===== config.mk =====
export PLATFORM = sky130hd
export DESIGN_NAME = dmem_cam_arbiter
export DESIGN_NICKNAME = d
export VERILOG_FILES = /design/src/rtl/dmem_arb_pkg.sv /design/src/rtl/cam_fifo.sv /design/src/rtl/dmem_cam_arbiter.sv
export SDC_FILE = /design/constraint.sdc
export NUM_CORES = 1
export LEC_CHECK = 0
export BUFFER_PORTS_ARGS = -buffer_cell sky130_fd_sc_hd__buf_2
export CORE_ASPECT_RATIO = 1.2
export CORE_MARGIN = 4
export CORE_UTILIZATION = 54
export CTS_CLUSTER_SIZE = 16
export DETAILED_ROUTE_END_ITERATION = 8
export PLACE_DENSITY_LB_ADDON = 0.05
export SYNTH_ARGS = -nofsm -noshare
export SYNTH_HDL_FRONTEND = slang
export SYNTH_SLANG_ARGS = --single-unit

===== constraint.sdc =====
create_clock -name clock -period 5.5 [get_ports clock]
set_input_delay 0.275 -clock clock [delete_from_list [all_inputs] [get_ports clock]]
set_output_delay 0.275 -clock clock [all_outputs]
set_load 0.005 [all_outputs]

===== src/rtl/dmem_arb_pkg.sv =====
// Shared types and default constants for the data-memory / camera arbiter.
package dmem_arb_pkg;

    typedef enum logic [1:0] {
        IDLE      = 2'd0,
        CPU_RD    = 2'd1,
        CAM_BURST = 2'd2
    } arb_state_t;

    localparam int unsigned DEF_AW          = 14;
    localparam int unsigned DEF_DW          = 32;
    localparam int unsigned DEF_FIFO_DEPTH  = 8;
    localparam int unsigned DEF_HIGH_WATER  = 6;
    localparam int unsigned DEF_BURST_MAX   = 4;
    localparam int unsigned DEF_CAM_BASE    = 32'h2000;
    localparam int unsigned DEF_FRAME_WORDS = 4800;

    // Bits needed to hold a count in the range 0..n inclusive.
    function automatic int unsigned cnt_width(input int unsigned n);
        return $clog2(n + 1);
    endfunction

endpackage


===== src/rtl/cam_fifo.sv =====
// Synchronous FIFO buffering camera words ahead of the RAM.
// A push while full is accepted when a pop frees a slot in the same cycle.
module cam_fifo
    import dmem_arb_pkg::*;
#(
    parameter int unsigned DW    = DEF_DW,
    parameter int unsigned DEPTH = DEF_FIFO_DEPTH,
    localparam int unsigned CW   = cnt_width(DEPTH),
    localparam int unsigned IW   = (DEPTH > 1) ? $clog2(DEPTH) : 1
) (
    input  logic          clk,
    input  logic          rst_n,
    input  logic          push,
    input  logic          pop,
    input  logic [DW-1:0] din,
    output logic [DW-1:0] dout,
    output logic          full,
    output logic          empty,
    output logic [CW-1:0] count
);

    logic [DW-1:0] mem [DEPTH];
    logic [IW-1:0] wr_ptr;
    logic [IW-1:0] rd_ptr;
    logic          do_push;
    logic          do_pop;

    assign full    = (count == CW'(DEPTH));
    assign empty   = (count == '0);
    assign do_pop  = pop && !empty;
    assign do_push = push && (!full || do_pop);
    assign dout    = mem[rd_ptr];

    // Storage array; contents are don't-care until written.
    always_ff @(posedge clk) begin
        if (do_push) begin
            mem[wr_ptr] <= din;
        end
    end

    // Pointers wrap naturally since DEPTH is a power of two.
    always_ff @(posedge clk or negedge rst_n) begin
        if (!rst_n) begin
            wr_ptr <= '0;
            rd_ptr <= '0;
            count  <= '0;
        end else begin
            if (do_push) begin
                wr_ptr <= wr_ptr + IW'(1);
            end
            if (do_pop) begin
                rd_ptr <= rd_ptr + IW'(1);
            end
            if (do_push && !do_pop) begin
                count <= count + CW'(1);
            end else if (do_pop && !do_push) begin
                count <= count - CW'(1);
            end
        end
    end

endmodule


===== src/rtl/dmem_cam_arbiter.sv =====
// Arbitrates the single-port data RAM between CPU loads/stores and the
// camera pixel stream. Optional ARB_STATS_EN adds stall / camera-write
// counters; without it those ports read as zero.
module dmem_cam_arbiter
    import dmem_arb_pkg::*;
#(
    parameter int unsigned   AW          = DEF_AW,
    parameter int unsigned   DW          = DEF_DW,
    parameter int unsigned   FIFO_DEPTH  = DEF_FIFO_DEPTH,
    parameter int unsigned   HIGH_WATER  = DEF_HIGH_WATER,
    parameter int unsigned   BURST_MAX   = DEF_BURST_MAX,
    parameter logic [AW-1:0] CAM_BASE    = AW'(DEF_CAM_BASE),
    parameter int unsigned   FRAME_WORDS = DEF_FRAME_WORDS
) (
    input  logic          clock,
    input  logic          reset,
    input  logic          cpu_req,
    input  logic          cpu_we,
    input  logic [31:0]   cpu_addr,
    input  logic [DW-1:0] cpu_wdata,
    output logic [DW-1:0] cpu_rdata,
    output logic          stallM,
    input  logic          cam_valid,
    input  logic [DW-1:0] cam_data,
    output logic          cam_ready,
    input  logic          cam_frame_start,
    output logic          ram_en,
    output logic          ram_we,
    output logic [AW-1:0] ram_addr,
    output logic [DW-1:0] ram_wdata,
    input  logic [DW-1:0] ram_rdata,
    output logic          frame_done,
    output logic          overflow,
    output logic [31:0]   stall_cycles,
    output logic [31:0]   cam_words
);

    localparam int unsigned CW = cnt_width(FIFO_DEPTH);
    localparam int unsigned BW = cnt_width(BURST_MAX);

    arb_state_t    state;
    logic [BW-1:0] burst_cnt;
    logic [AW-1:0] cam_ptr;

    logic [CW-1:0] fifo_count;
    logic          fifo_full;
    logic          fifo_empty;
    logic [DW-1:0] fifo_dout;

    logic          push;
    logic          high_water;
    logic          last_word;
    logic          go_burst;
    logic          burst_exit;
    logic          cpu_wr;
    logic          cpu_rd;
    logic          cam_wr;
    logic [AW-1:0] cpu_word;
    logic          unused_addr_bits;

    assign cpu_word         = cpu_addr[AW+1:2];
    assign unused_addr_bits = ^{cpu_addr[31:AW+2], cpu_addr[1:0]};
    assign cam_ready        = !fifo_full;
    assign push             = cam_valid && !fifo_full;
    assign high_water       = (fifo_count >= CW'(HIGH_WATER));
    assign last_word        = (cam_ptr == AW'(FRAME_WORDS - 1));

    cam_fifo #(
        .DW    (DW),
        .DEPTH (FIFO_DEPTH)
    ) u_fifo (
        .clk   (clock),
        .rst_n (reset),
        .push  (push),
        .pop   (cam_wr),
        .din   (cam_data),
        .dout  (fifo_dout),
        .full  (fifo_full),
        .empty (fifo_empty),
        .count (fifo_count)
    );

    // Decide who owns the RAM this cycle; everything is quiet during reset.
    always_comb begin
        go_burst   = 1'b0;
        burst_exit = 1'b0;
        cpu_wr     = 1'b0;
        cpu_rd     = 1'b0;
        cam_wr     = 1'b0;
        stallM     = 1'b0;
        if (reset) begin
            unique case (state)
                IDLE: begin
                    if (high_water) begin
                        go_burst = 1'b1;
                        stallM   = cpu_req;
                    end else if (cpu_req && cpu_we) begin
                        cpu_wr = 1'b1;
                    end else if (cpu_req) begin
                        cpu_rd = 1'b1;
                        stallM = 1'b1;
                    end else if (!fifo_empty) begin
                        cam_wr = 1'b1;
                    end
                end
                CAM_BURST: begin
                    stallM     = cpu_req;
                    cam_wr     = !fifo_empty;
                    burst_exit = fifo_empty
                              || ((fifo_count == CW'(1)) && !push)
                              || (burst_cnt == BW'(BURST_MAX - 1));
                end
                default: begin
                end
            endcase
        end
    end

    // RAM port and load-data steering.
    always_comb begin
        ram_en    = cpu_wr || cpu_rd || cam_wr;
        ram_we    = cpu_wr || cam_wr;
        ram_addr  = cam_wr ? (CAM_BASE + cam_ptr) : cpu_word;
        ram_wdata = cam_wr ? fifo_dout : cpu_wdata;
        cpu_rdata = (state == CPU_RD) ? ram_rdata : '0;
    end

    // Arbiter state and burst length tracking.
    always_ff @(posedge clock or negedge reset) begin
        if (!reset) begin
            state     <= IDLE;
            burst_cnt <= '0;
        end else begin
            unique case (state)
                IDLE: begin
                    if (go_burst) begin
                        state <= CAM_BURST;
                    end else if (cpu_rd) begin
                        state <= CPU_RD;
                    end
                end
                CPU_RD: begin
                    state <= IDLE;
                end
                CAM_BURST: begin
                    if (burst_exit) begin
                        state     <= IDLE;
                        burst_cnt <= '0;
                    end else begin
                        burst_cnt <= burst_cnt + BW'(1);
                    end
                end
                default: begin
                    state <= IDLE;
                end
            endcase
        end
    end

    // Frame-buffer pointer, end-of-frame pulse and sticky overflow.
    always_ff @(posedge clock or negedge reset) begin
        if (!reset) begin
            cam_ptr    <= '0;
            frame_done <= 1'b0;
            overflow   <= 1'b0;
        end else begin
            frame_done <= cam_wr && last_word;
            if (cam_frame_start) begin
                cam_ptr <= '0;
            end else if (cam_wr) begin
                cam_ptr <= last_word ? '0 : cam_ptr + AW'(1);
            end
            if (cam_valid && !cam_ready) begin
                overflow <= 1'b1;
            end else if (cam_frame_start) begin
                overflow <= 1'b0;
            end
        end
    end

`ifdef ARB_STATS_EN
    // Saturating activity counters, restarted every frame.
    always_ff @(posedge clock or negedge reset) begin
        if (!reset) begin
            stall_cycles <= '0;
            cam_words    <= '0;
        end else if (cam_frame_start) begin
            stall_cycles <= '0;
            cam_words    <= '0;
        end else begin
            if (stallM && (stall_cycles != '1)) begin
                stall_cycles <= stall_cycles + 32'd1;
            end
            if (cam_wr && (cam_words != '1)) begin
                cam_words <= cam_words + 32'd1;
            end
        end
    end
`else
    assign stall_cycles = '0;
    assign cam_words    = '0;
`endif

endmodule


==> flow_metrics.py, run 1 <==
metrics = {
    "finish": {
        "multi_input_area_um2": 3661,
        "drive_above_1_share": 0.3291,
        "ff_latch_area_um2": 8469,
        "area_growth_pct": 17.16,
        "antenna_cells": 0,
        "nets": 1143,
        "design_area_um2": 14660,
        "fill_cells": 1643,
    },
    "clock_tree": {
        "cts_tree": "yes",
        "ctsLongestPathBuffers": 3,
        "cts_made_buffers": 29,
        "cts_sinks": 287,
        "htree_levels": 1,
        "cts_root_buffer": "clkbuf_16",
        "path_clk_slew_ns": 0.06,
        "post_cts_resized": 0,
        "clkLatencyLatePin_ns": 0.53,
    },
    "routing": {
        "drc": 0,
        "m1WireLength_um": 10090,
        "ant_nets": 0,
        "wl_per_cell_um": 20.04,
        "highest_layer": "met5",
        "drt-total-wl_um": 26670,
        "via_per_inst": 5.313,
        "met3WireLength_um": 1645,
        "wl_met2_um": 14500,
        "dr.pass1.iters": 5,
        "vias": 7071,
        "drtIter0Drc": 480,
    },
    "run": {
        "cap_viol_max_count": 0,
    },
    "floorplan": {
        "die_h_um": 174.7,
        "dieArea_um2": 25680,
        "die_x_um": 147.0,
        "core_area_um2": 22600,
        "std_cell_rows": 60,
        "io_pins": 282,
        "initial_core_util": 0.5537,
    },
    "sta": {
        "slew_headroom": 0.2541,
        "hold_viol": 0,
        "min_period_ns": 3.454,
        "skew_ns": 0.01044,
        "tns_ns": 0,
        "rsz0062_at_grt": "false",
        "setup_viol": 0,
        "fin_ws_ns": 2.046,
        "finalCritPeriodShare": 0.6281,
        "worst_pin_slew_ns": 1.119,
        "fmax_ghz": 0.2895,
        "slew_violations": 0,
        "whs_ns": 0.01585,
    },
    "critical_path": {
        "r2r_cells": 7,
        "crit_buf_inv": 2,
        "cp_slowest_cell": "dfrtp_4",
        "path_cells": "buf_4 > mux4_2 > mux2i_1 > o21ai_0 > buf_2",
        "crit_path_end_kind": "output port",
        "path_delay_family": "flip-flops",
        "cp.arrival_ns": 3.18,
        "slowest_delay_ns": 1.04,
        "cp_max_fo": 47,
        "path_depth": 5,
        "crit_type": "reg -> out",
        "start_kind": "flip-flop",
        "required_ns": 5.22,
    },
    "pwr": {
        "leakagePower_nw": 5.651,
        "powerDensity_nw_per_um2": 460.3,
        "peakVddDrop_mv": 0.3261,
    },
    "logic_synthesis": {
        "ys_seq_area_frac": 0.6764,
        "synth_commonest_cells": "edfxtp_1 (256), nand2_1 (87), buf_4 (64), mux4_2 (64), o21ai_0 (47)",
        "yosys-top-cells-area": "edfxtp_1 (61%), mux4_2 (12%), dfrtp_1 (6.2%)",
        "yosys_warnings": 0,
        "synthCells": 783,
        "yosysMostFrequentCell": "edfxtp_1",
        "syn_area_um2": 12510,
        "syn_area_per_cell_um2": 15.98,
        "synth-edff-count": 256,
        "synth_cell_type_count": 47,
        "yosys.area.top_type_share": 0.6144,
        "async_reset_ff_frac": 0.1080,
        "synth_ff_type": "edfxtp_1",
        "yosys_register_bits": 287,
        "yosys.area.top_type": "edfxtp_1",
    },
    "status": {
        "outcome": "finished, final reports clean",
    },
    "global_routing": {
        "grt_pass1_vias": 7437,
        "grt_max_degree": 98,
        "antenna_found_initial": 4,
        "grt_pass1_wl_um": 41130,
        "grt_usage": 0.2041,
        "grt.overflow.total": 0,
    },
    "placed_design": {
        "dp_slack_ns": 2.353,
        "io_buffers": 199,
        "placed_area_um2": 13660,
        "gp_congestion": 0.8787,
        "hpwl_um": 16500,
    },
    "hold_path": {
        "min_path_type": "in -> reg",
        "hold_depth": 1,
    },
}
## worst paths after layout
path | start | to | slack [ns]
max | u_fifo.rd_ptr[0] | ram_wdata[17] | 2.05
min | cam_data[26] | u_fifo.mem[5][26] | 0.02
max reg2reg | u_fifo.count[0] | u_fifo.mem[0][6] | 2.45
min reg2reg | state[0] | state[1] | 0.51
max in group asynchronous | reset | u_fifo.rd_ptr[0] | 4.57
min in group asynchronous | reset | burst_cnt[2] | 0.38
## power by group
group | internal (mW) | switching, mW
registers | 2.74 | 0.289
logic | 0.922 | 0.972
clock network | 1.07 | 0.755
## area by class of cell
cell class / count / share of cell area
Timing Repair Buffer: 224 / 0.08262
Clock inverter: 16 / 0.008621
Tap cell: 310 / 0.02646
Multi-Input combinational cell: 447 / 0.2497
Clock buffer: 37 / 0.05224
Sequential cell: 287 / 0.5778
Inverter: 10 / 0.002561
## cell families (layout without fill, tap and decap cells)
logic type / count (synthesis) / in the layout / synth area share
DFF: 287 / 287 / 0.6764
and+or+nand+nor: 195 / 195 / 0.07770
buffers and inverters: 112 / 287 / 0.05430
muxes: 99 / 99 / 0.1433
AOI/OAI and AO/OA: 68 / 68 / 0.03030
xor gates and xnor gates: 11 / 11 / 0.007700
adders and majority gates: 10 / 10 / 0.01000
other: 1 / 64 / 0.0002997
## timing repair
item,in CTS,in global routing
endpoints found under the hold margin,97,0
setup buffers,0,0
endpoints found under the setup margin,0,0
hold buffers,11,0
## metrics by stage
step | cells | total power [mW] | util
6_report | 1331 | 6.748 | 0.6487
5_1_grt | 1331 | 7.134 | 0.6487
4_1_cts | 1331 | 6.855 | 0.6487
3_5_place_dp | 1267 | 5.010 | 0.6044
3_3_place_gp | 1267 | 4.935 | 0.6044
2_1_floorplan | 846 | 4.350 | -
## flip-flops by register name, indices dropped and copies added (netlist names)
name / cells
burst_cnt: 3
cam_ptr: 14
frame_done: 1
overflow: 1
state: 2
u_fifo.count: 4
u_fifo.mem: 256
u_fifo.rd_ptr: 3
u_fifo.wr_ptr: 3
## layout by cell type (no fill, tap or decap), types with 8 or more instances in the layout
| master | instances |
|---|---|
| a21oi_1 | 13 |
| and2_1 | 36 |
| ha_1 | 10 |
| buf_2 | 199 |
| nand2_1 | 87 |
| mux2i_1 | 34 |
| clkinv_2 | 8 |
| o21ai_0 | 47 |
| conb_1 | 64 |
| nor2_1 | 16 |
| dlygate4sd3_1 | 11 |
| edfxtp_1 | 256 |
| inv_1 | 8 |
| mux4_2 | 64 |
| buf_4 | 14 |
| clkbuf_16 | 29 |
| dfrtp_1 | 28 |
## layer usage
| layer | track usage | vias up |
|---|---|---|
| met5 | 0 | - |
| met4 | 0.04118 | 8 |
| met3 | 0.03839 | 39 |
| met2 | 0.3880 | 246 |
| met1 | 0.2415 | 3506 |
| li1 | - | 3272 |
Note: power is estimated with default switching activity, not from simulation.
==> inputs of run 2 (changes only) <==
--- a/config.mk
+++ b/config.mk
@@ -5,10 +5,11 @@
 export SDC_FILE = /design/constraint.sdc
 export NUM_CORES = 1
 export LEC_CHECK = 0
+export ABC_AREA = 1
 export BUFFER_PORTS_ARGS = -buffer_cell sky130_fd_sc_hd__buf_2
 export CORE_ASPECT_RATIO = 1.2
 export CORE_MARGIN = 4
-export CORE_UTILIZATION = 54
+export CORE_UTILIZATION = 49
 export CTS_CLUSTER_SIZE = 16
 export DETAILED_ROUTE_END_ITERATION = 8
 export PLACE_DENSITY_LB_ADDON = 0.05
==> constraint.sdc (replaced) <==
create_clock -name clock -period 3.14 [get_ports clock]
set_input_delay 0.157 -clock clock [delete_from_list [all_inputs] [get_ports clock]]
set_output_delay 0.157 -clock clock [all_outputs]
set_load 0.005 [all_outputs]
==> run 2 against run 1 <==
Worst hold slack better by 0.26 ns. Wire length is 15% higher. Clock power rose by 85%. Non-clock buffer count increased by 37. Largest cell class unchanged. Highest routed layer is now met4.
==> flow_metrics.py, run 2 <==
metrics = {
    "critical_path": {
        "crit_type": "reg -> out",
        "cp.arrival_ns": 2.73,
        "rr_endpoint": "u_fifo.mem[5][14]",
        "path_delay_family": "buffers and inverters",
        "r2r_start": "u_fifo.count[0]",
        "r2r_setup_slack_ns": 0.63,
        "slowest_delay_ns": 0.44,
        "r2r_cells": 8,
        "cp_slowest_cell": "dfrtp_1",
        "crit_buf_inv": 4,
        "cp_max_fo": 32,
        "required_ns": 2.98,
        "start_kind": "flip-flop",
        "crit_path_end_kind": "output port",
        "path_cells": "inv_1 > ha_1 > a21oi_2 > nand2_4 > inv_6 > buf_4 > nand3_1 > nand2_1 > buf_2",
    },
    "clock_tree": {
        "clkLatencyLatePin_ns": 0.54,
        "cts_tree": "yes",
        "htree_levels": 1,
        "cts_sinks": 287,
        "cts_root_buffer": "clkbuf_16",
        "cts_setup_buffers": 0,
        "cts_made_buffers": 29,
        "ctsLongestPathBuffers": 3,
        "path_clk_slew_ns": 0.06,
    },
    "routing": {
        "dr.pass1.iters": 5,
        "ant_nets": 0,
        "wl_per_cell_um": 16.99,
        "drt-total-wl_um": 30730,
        "drtIter0Drc": 587,
        "via_per_inst": 5.114,
        "vias": 9252,
        "drc": 0,
    },
    "finish": {
        "drive_above_1_share": 0.1920,
        "top_regs": "u_fifo.mem x256, cam_ptr x14, u_fifo.count x4",
        "area_growth_pct": 19.16,
        "fin_util": 0.5925,
        "nets": 1595,
        "antenna_cells": 0,
        "mostFrequentLayoutCell": "edfxtp_1",
        "final_cells": 1809,
        "largest_register": "u_fifo.mem",
        "layout_common_cells": "edfxtp_1 (256), nor2_1 (249), buf_2 (199), nand2_1 (156), o21ai_0 (149)",
        "largest_reg_flops": 256,
    },
    "floorplan": {
        "dieArea_um2": 29340,
        "initial_core_util": 0.4972,
        "std_cell_rows": 65,
        "io_pins": 282,
        "die_x_um": 157.0,
        "die_h_um": 186.9,
        "core_area_um2": 26270,
    },
    "sta": {
        "fin_ws_ns": 0.2533,
        "skew_ns": 0.01397,
        "fmax_ghz": 0.3464,
        "rsz0062_at_grt": "false",
        "worst_pin_slew_ns": 0.5760,
        "slew_headroom": 0.6160,
        "finalCritPeriodShare": 0.9193,
        "hold_viol": 0,
        "setup_viol": 0,
        "slew_violations": 0,
        "min_period_ns": 2.887,
        "tns_ns": 0,
    },
    "logic_synthesis": {
        "yosysMostFrequentCell": "nor2_1",
        "yosys.area.top_type_share": 0.5886,
        "synth-edff-count": 256,
        "ys_seq_area_frac": 0.6480,
        "synth_ff_type": "edfxtp_1",
        "synthCells": 1228,
        "yosys.area.top_type": "edfxtp_1",
        "yosys_warnings": 0,
        "syn_area_per_cell_um2": 10.64,
        "async_reset_ff_frac": 0.1080,
        "synth_commonest_cells": "nor2_1 (257), edfxtp_1 (256), nand2_1 (156)",
        "syn_area_um2": 13060,
        "yosys-top-cells-area": "edfxtp_1 (59%), nor2_1 (7.4%), dfrtp_1 (5.9%)",
        "synth_cell_type_count": 29,
        "yosys_register_bits": 287,
    },
    "placed_design": {
        "hpwl_um": 18960,
        "io_buffers": 199,
        "gp_congestion": 0.8755,
        "dp_slack_ns": 0.6198,
        "dp.cells": 1718,
    },
    "pwr": {
        "peakVddDrop_mv": 0.5344,
        "p_total_mw": 12.66,
        "leakagePower_nw": 6.287,
        "powerDensity_nw_per_um2": 813.6,
    },
    "global_routing": {
        "grt_usage": 0.2031,
        "grt_pass1_wl_um": 47640,
        "antenna_found_initial": 0,
        "grt.overflow.total": 0,
        "grt_max_degree": 130,
        "grt_pass1_vias": 9115,
    },
    "run": {
        "cap_viol_max_count": 0,
    },
    "hold_path": {
        "min_path_type": "in -> async",
    },
    "status": {
        "outcome": "finished, final reports clean",
    },
}
[run 2: worst max-delay path by stage]
stage,start,end,slack (ns),depth (start not counted)
global route,u_fifo.count[0],ram_wdata[14],0.03,9
CTS,u_fifo.count[0],ram_wdata[14],0.12,9
global placement,u_fifo.count[0],u_fifo.mem[5][9],0.69,8
finish,u_fifo.count[0],ram_wdata[6],0.25,9
detailed placement,u_fifo.count[0],u_fifo.mem[5][9],0.62,8
floorplan,u_fifo.count[0],u_fifo.mem[0][0],0.07,6
[run 2: logic make-up (layout without fill, tap and decap cells)]
kind of cell	after synthesis	after routing	synth area share
AND/OR/NAND/NOR	501	501	0.1541
flip-flops	287	287	0.6480
AO/OA/AOI/OAI	218	218	0.09608
buffers and inverters	199	382	0.08392
XOR/XNOR	12	12	0.008047
adder cells (fa/ha/maj)	10	10	0.009579
other	1	64	0.0002871
[run 2: power breakdown]
part	internal (mW)	switching (mW)	total [mW]
Clock	2.02	1.37	3.39
Combinational	1.43	2.86	4.29
Sequential	4.79	0.191	4.98
Total	8.24	4.42	12.7
[run 2: area by class of cell]
class,count,area [µm²]
clock inverter,12,137.6
clock buffer,42,804.5
fill,2224,10710
multi-input combinational,805,3799
sequential,287,8467
inverter,67,257.7
timing repair buffer,261,1679
tap,335,419.2
[run 2: metrics by stage]
stage / instance area, µm² / hold WS, ns
2_1_floorplan: 13300 / -0.1386
3_3_place_gp: 14250 / 0.2449
3_5_place_dp: 14250 / 0.2432
4_1_cts: 15560 / 0.2623
5_1_grt: 15560 / 0.2975
6_report: 15560 / 0.2742
[run 2: routing by layer]
| layer | up-vias | track usage | share of wire |
|---|---|---|---|
| li1 | 4539 | - | - |
| met1 | 4361 | 0.2460 | 0.39 |
| met2 | 307 | 0.3794 | 0.52 |
| met3 | 45 | 0.03032 | 0.070 |
| met4 | 0 | 0.04568 | 0.018 |
| met5 | - | 0 | 0 |
[run 2: tightest hold or removal path, delay by kind of cell]
kind / cells / cell delay [ns]
buf+inv: 3 / 1.09
[run 2: timing repair]
action / 4_1_cts / 5_1_grt
setup endpoints to repair: 0 / 4
endpoints found under the hold margin: 291 / 0
hold buffers: 37 / 0
gates resized for setup: 0 / 1
==> inputs of run 3 (changes only) <==
--- a/config.mk
+++ b/config.mk
@@ -5,8 +5,7 @@
 export SDC_FILE = /design/constraint.sdc
 export NUM_CORES = 1
 export LEC_CHECK = 0
-export ABC_AREA = 1
-export BUFFER_PORTS_ARGS = -buffer_cell sky130_fd_sc_hd__buf_2
+export BUFFER_PORTS_ARGS = -buffer_cell sky130_fd_sc_hd__clkbuf_2
 export CORE_ASPECT_RATIO = 1.2
 export CORE_MARGIN = 4
 export CORE_UTILIZATION = 49
==> run 3 against run 2 <==
Total power decreased by 3.4%. Clock-buffer cell count decreased by 6. Die area decreased by 4.0%. Global-route usage decreased by 1.6 points. Via count decreased by 23%. Combinational power decreased by 17%.
==> flow_metrics.py, run 3 (synthesis gave the netlist of run 1 again) <==
metrics = {
    "finish": {
        "design_area_um2": 15170,
        "largest_reg_flops": 256,
        "fin_util": 0.6091,
        "mostFrequentLayoutCell": "edfxtp_1",
        "antenna_cells": 0,
        "area_growth_pct": 21.25,
        "nets": 1180,
        "top_regs": "u_fifo.mem x256, cam_ptr x14, u_fifo.count x4",
        "largest_register": "u_fifo.mem",
        "layout_common_cells": "edfxtp_1 (256), clkbuf_2 (199), nand2_1 (87), mux4_2 (64), conb_1 (64)",
        "drive_above_1_share": 0.3318,
        "fill_cells": 1871,
        "final_cells": 1383,
    },
    "routing": {
        "drt-total-wl_um": 26740,
        "drtIter0Drc": 415,
        "via_per_inst": 5.180,
        "wl_per_cell_um": 19.33,
        "ant_nets": 0,
        "vias": 7164,
        "drc": 0,
        "dr.pass1.iters": 7,
    },
    "global_routing": {
        "grt_max_degree": 98,
        "grt_pass1_vias": 7412,
        "grt_usage": 0.1871,
        "antenna_found_initial": 0,
        "grt.overflow.total": 0,
        "grt_pass1_wl_um": 41370,
    },
    "pwr": {
        "sw_frac_of_total": 0.2982,
        "p_comb_frac": 0.292,
        "p_total_mw": 12.23,
        "clockPowerShare": 0.279,
        "seqPwrFrac": 0.429,
        "powerDensity_nw_per_um2": 806.1,
        "leakagePower_nw": 5.858,
        "peakVddDrop_mv": 0.5004,
        "internal_power_mw": 8.583,
        "p_switching_mw": 3.646,
    },
    "status": {
        "outcome": "finished, final reports clean",
    },
    "sta": {
        "slew_violations": 0,
        "fmax_ghz": 0.3546,
        "setup_viol": 0,
        "rsz0062_at_grt": "false",
        "min_period_ns": 2.820,
        "skew_ns": 0.01089,
        "slew_headroom": 0.5030,
        "worst_pin_slew_ns": 0.7455,
        "finalCritPeriodShare": 0.8980,
        "hold_viol": 0,
    },
    "floorplan": {
        "dieArea_um2": 28170,
        "core_area_um2": 24910,
        "die_x_um": 153.9,
        "initial_core_util": 0.5023,
        "std_cell_rows": 63,
        "die_h_um": 183.0,
        "io_pins": 282,
    },
    "placed_design": {
        "placed_area_um2": 13860,
        "dp.cells": 1295,
        "hpwl_um": 17020,
        "gp_congestion": 0.9527,
        "io_buffers": 199,
    },
    "critical_path": {
        "cp.arrival_ns": 2.66,
        "r2r_start": "u_fifo.count[0]",
        "r2r_setup_slack_ns": 0.59,
        "start_kind": "flip-flop",
        "rr_endpoint": "u_fifo.mem[1][20]",
        "r2r_cells": 7,
        "cp_max_fo": 29,
        "required_ns": 2.98,
        "crit_type": "reg -> out",
        "crit_path_end_kind": "output port",
    },
    "clock_tree": {
        "path_clk_slew_ns": 0.06,
        "htree_levels": 1,
        "ctsLongestPathBuffers": 3,
        "cts_tree": "yes",
        "clkLatencyLatePin_ns": 0.53,
        "cts_root_buffer": "clkbuf_16",
        "cts_made_buffers": 29,
        "cts_sinks": 287,
    },
    "hold_path": {
        "hp-start": "cam_frame_start",
        "min_to": "cam_ptr[0]",
        "hold_depth": 2,
        "min_path_type": "in -> reg",
    },
    "run": {
        "cap_viol_max_count": 0,
    },
}
[run 3: cell type report]
| class | instances | area (µm²) | share of cell area |
|---|---|---|---|
| sequential | 287 | 8469 | 0.5583 |
| multi-input combinational | 447 | 3674 | 0.2421 |
| timing repair buffer | 261 | 1628 | 0.1073 |
| clock buffer | 36 | 752.0 | 0.04957 |
| tap | 325 | 406.6 | 0.02680 |
| clock inverter | 17 | 203.9 | 0.01344 |
| inverter | 10 | 37.54 | 0.002474 |
[run 3: worst max path at each step]
stage / from / end / cells past startpoint
2_1_floorplan: u_fifo.count[0] / u_fifo.mem[7][0] / 7
3_3_place_gp: u_fifo.count[0] / cam_ptr[12] / 8
3_5_place_dp: u_fifo.count[0] / cam_ptr[11] / 8
4_1_cts: u_fifo.count[0] / ram_wdata[26] / 8
5_1_grt: u_fifo.count[0] / ram_wdata[13] / 10
6_report: u_fifo.rd_ptr[0] / ram_wdata[12] / 5
[run 3: power by group through the flow]
stage          clock [mW]  sequential [mW]  combinational (mW)
2_1_floorplan           0             5.03                2.59
3_3_place_gp            0             5.30                3.55
3_5_place_dp            0             5.35                3.61
4_1_cts              3.50             5.27                3.66
5_1_grt              3.70             5.33                3.92
6_report             3.42             5.25                3.56
[run 3: what timing repair did]
item	4_1_cts	5_1_grt
buffers inserted	0	0
hold buffers	35	0
resized for setup	0	1
setup endpoints to repair	0	47
endpoints found under the hold margin	289	0
[run 3: critical path, cell delays in order (launching register included)]
cell,delay [ns]
dfrtp_4,0.81
buf_12,0.28
mux4_2,0.53
mux2i_1,0.24
o21ai_0,0.11
clkbuf_2,0.14
[run 3: metal layers]
| metal | share of wire | GRT usage | up-vias |
|---|---|---|---|
| li1 | - | - | 3340 |
| met1 | 0.38 | 0.2376 | 3513 |
| met2 | 0.53 | 0.3380 | 266 |
| met3 | 0.070 | 0.03139 | 45 |
| met4 | 0.019 | 0.04558 | 0 |
| met5 | 0 | 0 | - |
[run 3: metrics by stage]
step / setup TNS [ns] / hold WS, ns / setup slack, ns
finish: 0 / 0.04441 / 0.3201
global route: 0 / 0.04563 / 0.1016
CTS: 0 / 0.03231 / 0.1317
detailed placement: 0 / 0.3064 / 0.5548
global placement: 0 / 0.2961 / 0.6572
floorplan: -3.059 / -0.1386 / -0.02268
